`config.mk`:
```
export PLATFORM = sky130hd
export DESIGN_NAME = mem_access_unit
export DESIGN_NICKNAME = d
export VERILOG_FILES = /design/src/rtl/mem_access_unit.sv
export SDC_FILE = /design/constraint.sdc
export NUM_CORES = 1
export LEC_CHECK = 0
export BUFFER_PORTS_ARGS = -buffer_cell sky130_fd_sc_hd__buf_2
export CAP_MARGIN = 10
export CORE_MARGIN = 3
export CORE_UTILIZATION = 30
export DETAILED_ROUTE_END_ITERATION = 8
export GPL_TIMING_DRIVEN = 0
export PLACE_DENSITY_LB_ADDON = 0.25
export SYNTH_ARGS = -nofsm -noshare
export SYNTH_HDL_FRONTEND = slang
export SYNTH_SLANG_ARGS = --single-unit
```
`constraint.sdc`:
```
create_clock -name clk -period 2.9 [get_ports clk]
set_input_delay 0.435 -clock clk [delete_from_list [all_inputs] [get_ports clk]]
set_output_delay 0.435 -clock clk [all_outputs]
set_load 0.005 [all_outputs]
```
`src/rtl/mem_access_unit.sv`:
```
// mem_access_unit
//   Memory-stage access unit that turns EX/MEM load/store requests into a
//   registered request on a simple data-memory bus.
//   It holds the pipeline while an access is in flight.
//   It formats byte and word load data.
//   It aborts an access if the bus never answers within TIMEOUT_CYCLES.
//
// Parameters
//   TIMEOUT_CYCLES  max BUSY cycles spent waiting for dmem_ready (1..255)
//
// Ports
//   clk, rst          clock (rising edge), asynchronous active-low reset
//   Memread_in        load request
//   Memwrite_in       store request (wins over a simultaneous load)
//   Byte_in           1 = byte access, 0 = word access
//   Signext2_in       1 = sign-extend byte load
//   ALU_result_in     effective byte address
//   B_in              store data
//   dmem_req/we/addr/wdata/be   registered bus request
//   dmem_ready, dmem_rdata      bus completion and read data
//   mem_stall         combinational EX/MEM hold
//   Load_data_out     formatted load result, held until the next completion
//   Load_valid_out    one-cycle pulse when a load completes
//   addr_err_out      combinational misaligned-word flag (IDLE only)
//   bus_err_out       one-cycle pulse when an access times out
//   state_dbg         current FSM state (0 IDLE, 1 BUSY, 2 DONE)
//
// Handshake: a request is accepted in IDLE when it is aligned.
// dmem_req then stays high with stable attributes until a rising edge samples dmem_ready=1.
// The access is also dropped if the timeout expires first.
// One DONE cycle always follows, so accesses are spaced at least 3 cycles apart.
module mem_access_unit #(
    parameter int TIMEOUT_CYCLES = 255
) (
    input  logic        clk,
    input  logic        rst,
    input  logic        Memread_in,
    input  logic        Memwrite_in,
    input  logic        Byte_in,
    input  logic        Signext2_in,
    input  logic [31:0] ALU_result_in,
    input  logic [31:0] B_in,
    output logic        dmem_req,
    output logic        dmem_we,
    output logic [31:0] dmem_addr,
    output logic [31:0] dmem_wdata,
    output logic [3:0]  dmem_be,
    input  logic        dmem_ready,
    input  logic [31:0] dmem_rdata,
    output logic        mem_stall,
    output logic [31:0] Load_data_out,
    output logic        Load_valid_out,
    output logic        addr_err_out,
    output logic        bus_err_out,
    output logic [1:0]  state_dbg
);

    typedef enum logic [1:0] {
        IDLE = 2'd0,
        BUSY = 2'd1,
        DONE = 2'd2
    } state_t;

    localparam logic [7:0] TO_LAST = 8'(TIMEOUT_CYCLES - 1);

    state_t      state;
    logic [7:0]  cnt;
    logic        lat_we;
    logic        lat_byte;
    logic        lat_sx;
    logic [1:0]  lat_lo;

    logic        req_any;
    logic        misaligned;
    logic [7:0]  sel_byte;
    logic [31:0] load_fmt;

    assign req_any    = Memread_in | Memwrite_in;
    assign misaligned = !Byte_in && (ALU_result_in[1:0] != 2'b00);

    // A misaligned request is rejected without stalling.
    // The pipeline then moves on and can report the fault.
    assign addr_err_out = (state == IDLE) && req_any && misaligned;
    assign mem_stall    = (state == BUSY) ||
                          ((state == IDLE) && req_any && !misaligned);
    assign state_dbg    = state;

    // Little-endian lane select from the latched address bits.
    always_comb begin
        sel_byte = 8'h00;
        case (lat_lo)
            2'd0:    sel_byte = dmem_rdata[7:0];
            2'd1:    sel_byte = dmem_rdata[15:8];
            2'd2:    sel_byte = dmem_rdata[23:16];
            default: sel_byte = dmem_rdata[31:24];
        endcase
    end

    assign load_fmt = lat_byte ? {{24{lat_sx & sel_byte[7]}}, sel_byte}
                               : dmem_rdata;

    always_ff @(posedge clk or negedge rst) begin
        if (!rst) begin
            state          <= IDLE;
            cnt            <= 8'd0;
            lat_we         <= 1'b0;
            lat_byte       <= 1'b0;
            lat_sx         <= 1'b0;
            lat_lo         <= 2'b00;
            dmem_req       <= 1'b0;
            dmem_we        <= 1'b0;
            dmem_addr      <= 32'd0;
            dmem_wdata     <= 32'd0;
            dmem_be        <= 4'd0;
            Load_data_out  <= 32'd0;
            Load_valid_out <= 1'b0;
            bus_err_out    <= 1'b0;
        end else begin
            // Status outputs are single-cycle pulses; they are asserted
            // only on the edge that enters DONE.
            Load_valid_out <= 1'b0;
            bus_err_out    <= 1'b0;
            case (state)
                IDLE: begin
                    if (req_any && !misaligned) begin
                        state     <= BUSY;
                        cnt       <= 8'd0;
                        dmem_req  <= 1'b1;
                        dmem_we   <= Memwrite_in;
                        dmem_addr <= {ALU_result_in[31:2], 2'b00};
                        lat_we    <= Memwrite_in;
                        lat_byte  <= Byte_in;
                        lat_sx    <= Signext2_in;
                        lat_lo    <= ALU_result_in[1:0];
                        if (Memwrite_in && Byte_in) begin
                            dmem_be    <= 4'b0001 << ALU_result_in[1:0];
                            dmem_wdata <= {4{B_in[7:0]}};
                        end else if (Memwrite_in) begin
                            dmem_be    <= 4'hF;
                            dmem_wdata <= B_in;
                        end else begin
                            dmem_be    <= 4'hF;
                            dmem_wdata <= 32'd0;
                        end
                    end
                end
                BUSY: begin
                    if (dmem_ready) begin
                        state          <= DONE;
                        dmem_req       <= 1'b0;
                        dmem_we        <= 1'b0;
                        Load_data_out  <= lat_we ? 32'd0 : load_fmt;
                        Load_valid_out <= !lat_we;
                    end else if (cnt == TO_LAST) begin
                        state         <= DONE;
                        dmem_req      <= 1'b0;
                        dmem_we       <= 1'b0;
                        Load_data_out <= 32'd0;
                        bus_err_out   <= 1'b1;
                    end else begin
                        cnt <= cnt + 8'd1;
                    end
                end
                DONE: begin
                    // Inputs seen in DONE belong to an instruction that has
                    // not yet advanced, so they must not start an access.
                    state <= IDLE;
                end
                default: state <= IDLE;
            endcase
        end
    end

endmodule

```
Word-level counts from Yosys, hierarchy flattened

Cells that the tools add are included.

Register bits after elaboration: 117
Bits of input ports: 103
Output and inout bits: 108
Word-level logic and storage cells: 73

Add/sub/neg operators: 1
Equality and inequality tests: 8
Shift-type cells: 1
Mux-type cells: 27
Bitwise logic cells: 2
Reduce and logical (&&, ||, !) cells: 20

Operator list:

| operator                                                          | number |
|---|---|
| 32-bit 2-to-1 mux                                                 | 6 |
| 8-bit 2-to-1 mux                                                  | 3 |
| 8-bit one-hot mux with 3 select lines                             | 1 |
| 8-bit one-hot mux with 2 select lines                             | 1 |
| 1-bit 2-to-1 mux                                                  | 9 |
| 8-bit by 1-bit adder with 8-bit output, second input constant     | 1 |
| 8-bit == test, second input constant                              | 1 |
| 1-bit logical AND                                                 | 6 |
| 2-bit 2-to-1 mux                                                  | 3 |
| 2-bit AND reduction                                               | 3 |
| 2-bit nonzero test                                                | 3 |
| 2-bit by 1-bit == test with 1-bit output, second input constant   | 2 |
| 2-bit zero test                                                   | 2 |
| 4-bit 2-to-1 mux                                                  | 1 |
| 2-bit != test, second input constant                              | 2 |
| 1-bit one-hot mux with 2 select lines                             | 2 |
| 2-bit one-hot mux with 2 select lines                             | 1 |
| 4-bit AND reduction                                               | 1 |
| 1-bit by 2-bit left shift with 4-bit output, first input constant | 1 |
| 1-bit zero test                                                   | 3 |
| 3-bit by 2-bit != test with 1-bit output, second input constant   | 1 |
| 3-bit AND reduction                                               | 1 |
| 2-bit == test, second input constant                              | 1 |
| 2-bit by 1-bit != test with 1-bit output, second input constant   | 1 |
| 3 further kinds                                                   | 3 |

Depth between registers and ports, before layout

Depth after elaboration: 6
Mapped depth: 8
Depth with buffers taken out: 7

Least setup slack after synthesis

Ideal clock, no wire load.

Path kind: in2reg
Start point: input port dmem_rdata[31]
End point: register Load_data_out[12]
Library setup time: 0.126 ns
Arrival time: 1.552 ns
Path slack: 1.222 ns
Stages on the path: 5
Path buffers: 2
Path through: mux4_2 -> and4_4 -> buf_6 -> buf_6 -> a221o_1

Word-level cells in the longest chain between the ends: 5

RTL lines:

| element                               | RTL line | source |
|---|---|---|
| from (decl)                           | 49       | `input logic [31:0] dmem_rdata,` |
| 8-bit one-hot mux with 3 select lines | 91       | `case (lat_lo)` |
| 1-bit AND                             | 99       | `assign load_fmt = lat_byte ? {{24{lat_sx & sel_byte[7]}}, sel_byte}` |
| 32-bit 2-to-1 mux                     | 99       |  |
| 32-bit 2-to-1 mux                     | 152      | `Load_data_out <= lat_we ? 32'd0 : load_fmt;` |
| 32-bit 2-to-1 mux                     | 148      | `if (dmem_ready) begin` |
| to (signal assigned)                  | 152      |  |
| to (decl)                             | 51       | `output logic [31:0] Load_data_out,` |

No other way between the ends.
A chain may end at the register's enable or synchronous reset.

Worst setup path in the final report

Start point: register state[1], in the netlist state_dbg[1]
End point: output port mem_stall

Word-level cells in the longest chain between the ends: 4

RTL lines:

| element                        | RTL line | source |
|---|---|---|
| from (decl)                    | 66       | `state_t state;` |
| from (signal assigned)         | 104      | `state <= IDLE;` |
| from (signal assigned)         | 126      | `state <= BUSY;` |
| from (signal assigned)         | 149      | `state <= DONE;` |
| 2-bit zero test                | 85       | `((state == IDLE) && req_any && !misaligned);` |
| 1-bit logical AND (2 in a row) | 85       |  |
| 1-bit logical OR *             | 84       | `assign mem_stall = (state == BUSY) \|\|` |
| to (decl)                      | 50       | `output logic mem_stall,` |

Mark *: on every way between the ends. The rest lies on a longest branch, timed or not.

==> impl_metrics.csv <==
group,metric,value,unit
outcome,status,"finished clean",
yosys,synth_top_family_by_area,"simple AND/OR/NAND/NOR gates",
die,rows,47,
timing,worstMarginPinSlew,0.552,ns
grt,antenna_found_initial,1,
flow_run,max_cap_violations,0,
setup_path,startpoint_type,"flop",
routing,antenna_left,0,
clock_tree,htree_levels,4,
timing,timing.final.max_slew_violations,0,
power_and_ir_drop,netSwitchingFraction,33.7,%
placement,place_area,0.00656,mm2
clock_tree,clkTransAtPathRegs,0.06,ns
timing,slew_headroom,63.2,%
yosys,seq_area_frac_synth,56.2,%
yosys,netlist.area_leader.share,56.2,%
power_and_ir_drop,ir_drop,0.474,mV
grt,grt_pass1_wl,24900,um
yosys,synthCells,526,
clock_tree,clock_sinks,117,
yosys,synth_mux_area_share,2.16,%
timing,clock_skew,0.00728,ns
setup_path,critPathKind,"reg -> out",
yosys,synthAdderAreaFrac,0.480,%
finish,drive_above_1_share,35.4,%
power_and_ir_drop,leakage,3.70,nW
setup_path,critPathRequiredTime,2.47,ns
yosys,synth-seq-cells,117,
setup_path,end_kind,"output pin",
yosys,synth_xor_area_share,0.504,%
die,coreArea,0.0168,mm2
power_and_ir_drop,seqPwrFrac,38.5,%
power_and_ir_drop,p_comb_share,31.6,%
setup_path,reg2reg_slack,0.77,ns
routing,drc,0,
finish,regArea,0.00293,mm2
yosys,synth_compound_area_share,17.3,%
timing,max_freq,0.427,GHz
finish,final_nets,861,
grt,grt_pass1_vias,4602,
clock_tree,clockBufferDepth,2,
power_and_ir_drop,p_int,4.59,mW
die,die_y,138,um
setup_path,arrival,1.91,ns
yosys,synth_warnings,0,
yosys,synth.distinct_cells,43,
finish,n_fill_cell,1719,
grt,grt_max_degree,93,
routing,vias_per_cell,4.79,
timing,hold_violations,0,
power_and_ir_drop,power,6.92,mW
grt,track_usage,17.1,%
finish,final_cell_area,0.00716,mm2
finish,areaGrowthSynthToFinish,37.4,%
yosys,synth_edf_count,0,
die,die_area,0.0190,mm2
finish,multi_input_area,0.00206,mm2
yosys,yosys.area_share.simple,19.0,%
timing,setup_viol,0,
clock_tree,cts_setup_buffers,0,
routing,num_vias,4742,
routing,postRouteWirelength,16400,um
timing,tns,0,ns
placement,gp_congestion,0.820,
yosys,synthArstFlopShare,100,%
setup_path,cp_max_fo,10,
timing,fin_crit_sh,80.7,%
yosys,syn_area_per_cell,9.90,um2
worst_hold_path,hold_class,"in -> reg",
yosys,synth.area.top_cells,"dfrtp_1, nand2_1, o21ai_0",
power_and_ir_drop,p_switching,2.33,mW
die,fp.dieW,138,um
placement,dp_hpwl,12400,um
yosys,syn_area,0.00521,mm2
timing,rsz0062_at_grt,"false",
grt,grt.overflow.total,0,
clock_tree,cts_made_buffers,17,
yosys,synth-main-ff-cell,"dfrtp_1",
die,io_pins,211,
clock_tree,clk_latency,0.41,ns
timing,hold-worst-slack,0.211,ns
power_and_ir_drop,p_per_area,967,mW/mm2
finish,antenna_cells,0,
power_and_ir_drop,clock_power_share,29.9,%
die,start_util,31.0,%
clock_tree,cts_tree,"done",
yosys,yosys.area.top_type,"dfrtp_1",
timing,min_period,2.34,ns
placement,portBuffers,208,
routing,drtPass1Iterations,6,
routing,post_drt_wl_per_cell,16.6,um
clock_tree,cts-root-buf,"clkbuf_16",
routing,drt_iter0_markers,296,
-- layout by cell type (no fill, tap or decap), types with 4 or more instances in the layout --
cell type	n
a221o_1	24
and2_1	10
buf_2	214
buf_6	6
clkbuf_1	23
clkbuf_16	17
clkinv_4	4
clkinvlp_4	4
dfrtp_1	117
inv_1	5
mux2_2	8
nand2_1	147
nand3_1	12
nor2_1	17
nor2b_1	26
o21ai_0	57
o221ai_1	8
o22a_1	8
o2bb2ai_1	11
-- power groups by stage --
| stage | combinational, mW | sequential (mW) | clock (mW) |
|---|---|---|---|
| after floorplan | 1.05 | 2.71 | 0 |
| after global placement | 2.20 | 2.68 | 0 |
| after detailed placement | 2.23 | 2.68 | 0 |
| after CTS | 2.23 | 2.67 | 2.11 |
| after global routing | 2.48 | 2.76 | 2.19 |
| final | 2.19 | 2.67 | 2.07 |
-- registers in the layout, summed over array words and instances, names as in the netlist --
| name | cells |
|---|---|
| Load_data_out | 32 |
| Load_valid_out | 1 |
| bus_err_out | 1 |
| cnt | 8 |
| dmem_addr | 30 |
| dmem_be | 4 |
| dmem_req | 1 |
| dmem_wdata | 32 |
| dmem_we | 1 |
| lat_byte | 1 |
| lat_lo | 2 |
| lat_sx | 1 |
| lat_we | 1 |
| state_dbg | 2 |
-- Yosys cell counts (all sizes together) (2+ instances only) --
library cell / number
a21oi: 3
a221o: 24
a31oi: 2
and2: 10
and3: 2
buf: 16
clkbuf: 23
dfrtp: 117
ha: 2
inv: 5
mux2: 8
nand2: 147
nand3: 12
nand4: 2
nor2: 17
nor2b: 26
nor3: 2
o211ai: 3
o21ai: 61
o221ai: 9
o22a: 8
o2bb2ai: 11
xor2: 3
-- critical path: stages (launching register included) --
cell and delay (ns):
dfrtp_1 0.42, nor2_1 0.30, o221a_2 0.27, buf_2 0.24, or2_2 0.17, buf_2 0.10
-- worst paths after layout --
path	start	endpoint	cells after the start
max reg2reg	cnt[0]	dmem_we	8
min	ALU_result_in[3]	dmem_addr[3]	3
min reg2reg	dmem_wdata[4]	dmem_wdata[4]	2
max	state_dbg[1]	mem_stall	5
min in group asynchronous	rst	Load_data_out[13]	2
max in group asynchronous	rst	dmem_addr[8]	3
-- cells by family (layout without fill, tap and decap cells) --
kind of cell    Yosys count  after routing
simple gates            223            223
compound gates          127            127
flops                   117            117
buf+inv                  44            286
mux                       9              9
xor+xnor                  3              3
fa+ha+maj                 2              2
other cells               1              2
-- layer usage --
| layer | vias up | routed length [um] | global-route usage [%] |
|---|---|---|---|
| met5 | - | 13 | 0 |
| met4 | 2 | 230 | 5.10 |
| met3 | 21 | 1330 | 5.48 |
| met2 | 179 | 7620 | 26.4 |
| met1 | 2256 | 7190 | 23.1 |
| li1 | 2284 | - | - |
-- cell type report --
class	count	share of cell area, %
plain buffers	39	2.85
clock buffers	17	5.94
clock inverters	15	2.20
inverters	5	0.262
multi-input cells	366	28.8
flip-flops and latches	117	40.9
well taps	220	3.85
repair buffers	210	15.2
-- through the flow --
step                util, %  cells  setup slack [ns]
detailed placement     39.0    956             0.744
global placement       38.8    955            -0.172
finish                 42.6    989             0.558
CTS                    42.6    989             0.491
floorplan                 -    527              1.22
global route           42.6    989             0.382
-- timing repair --
| item | in CTS | in global routing |
|---|---|---|
| resized for setup | 0 | 0 |
| endpoints found under the hold margin | 25 | 0 |
| endpoints found under the setup margin | 0 | 0 |
| hold buffers | 1 | 0 |
Note: power is estimated with default switching activity, not from simulation.
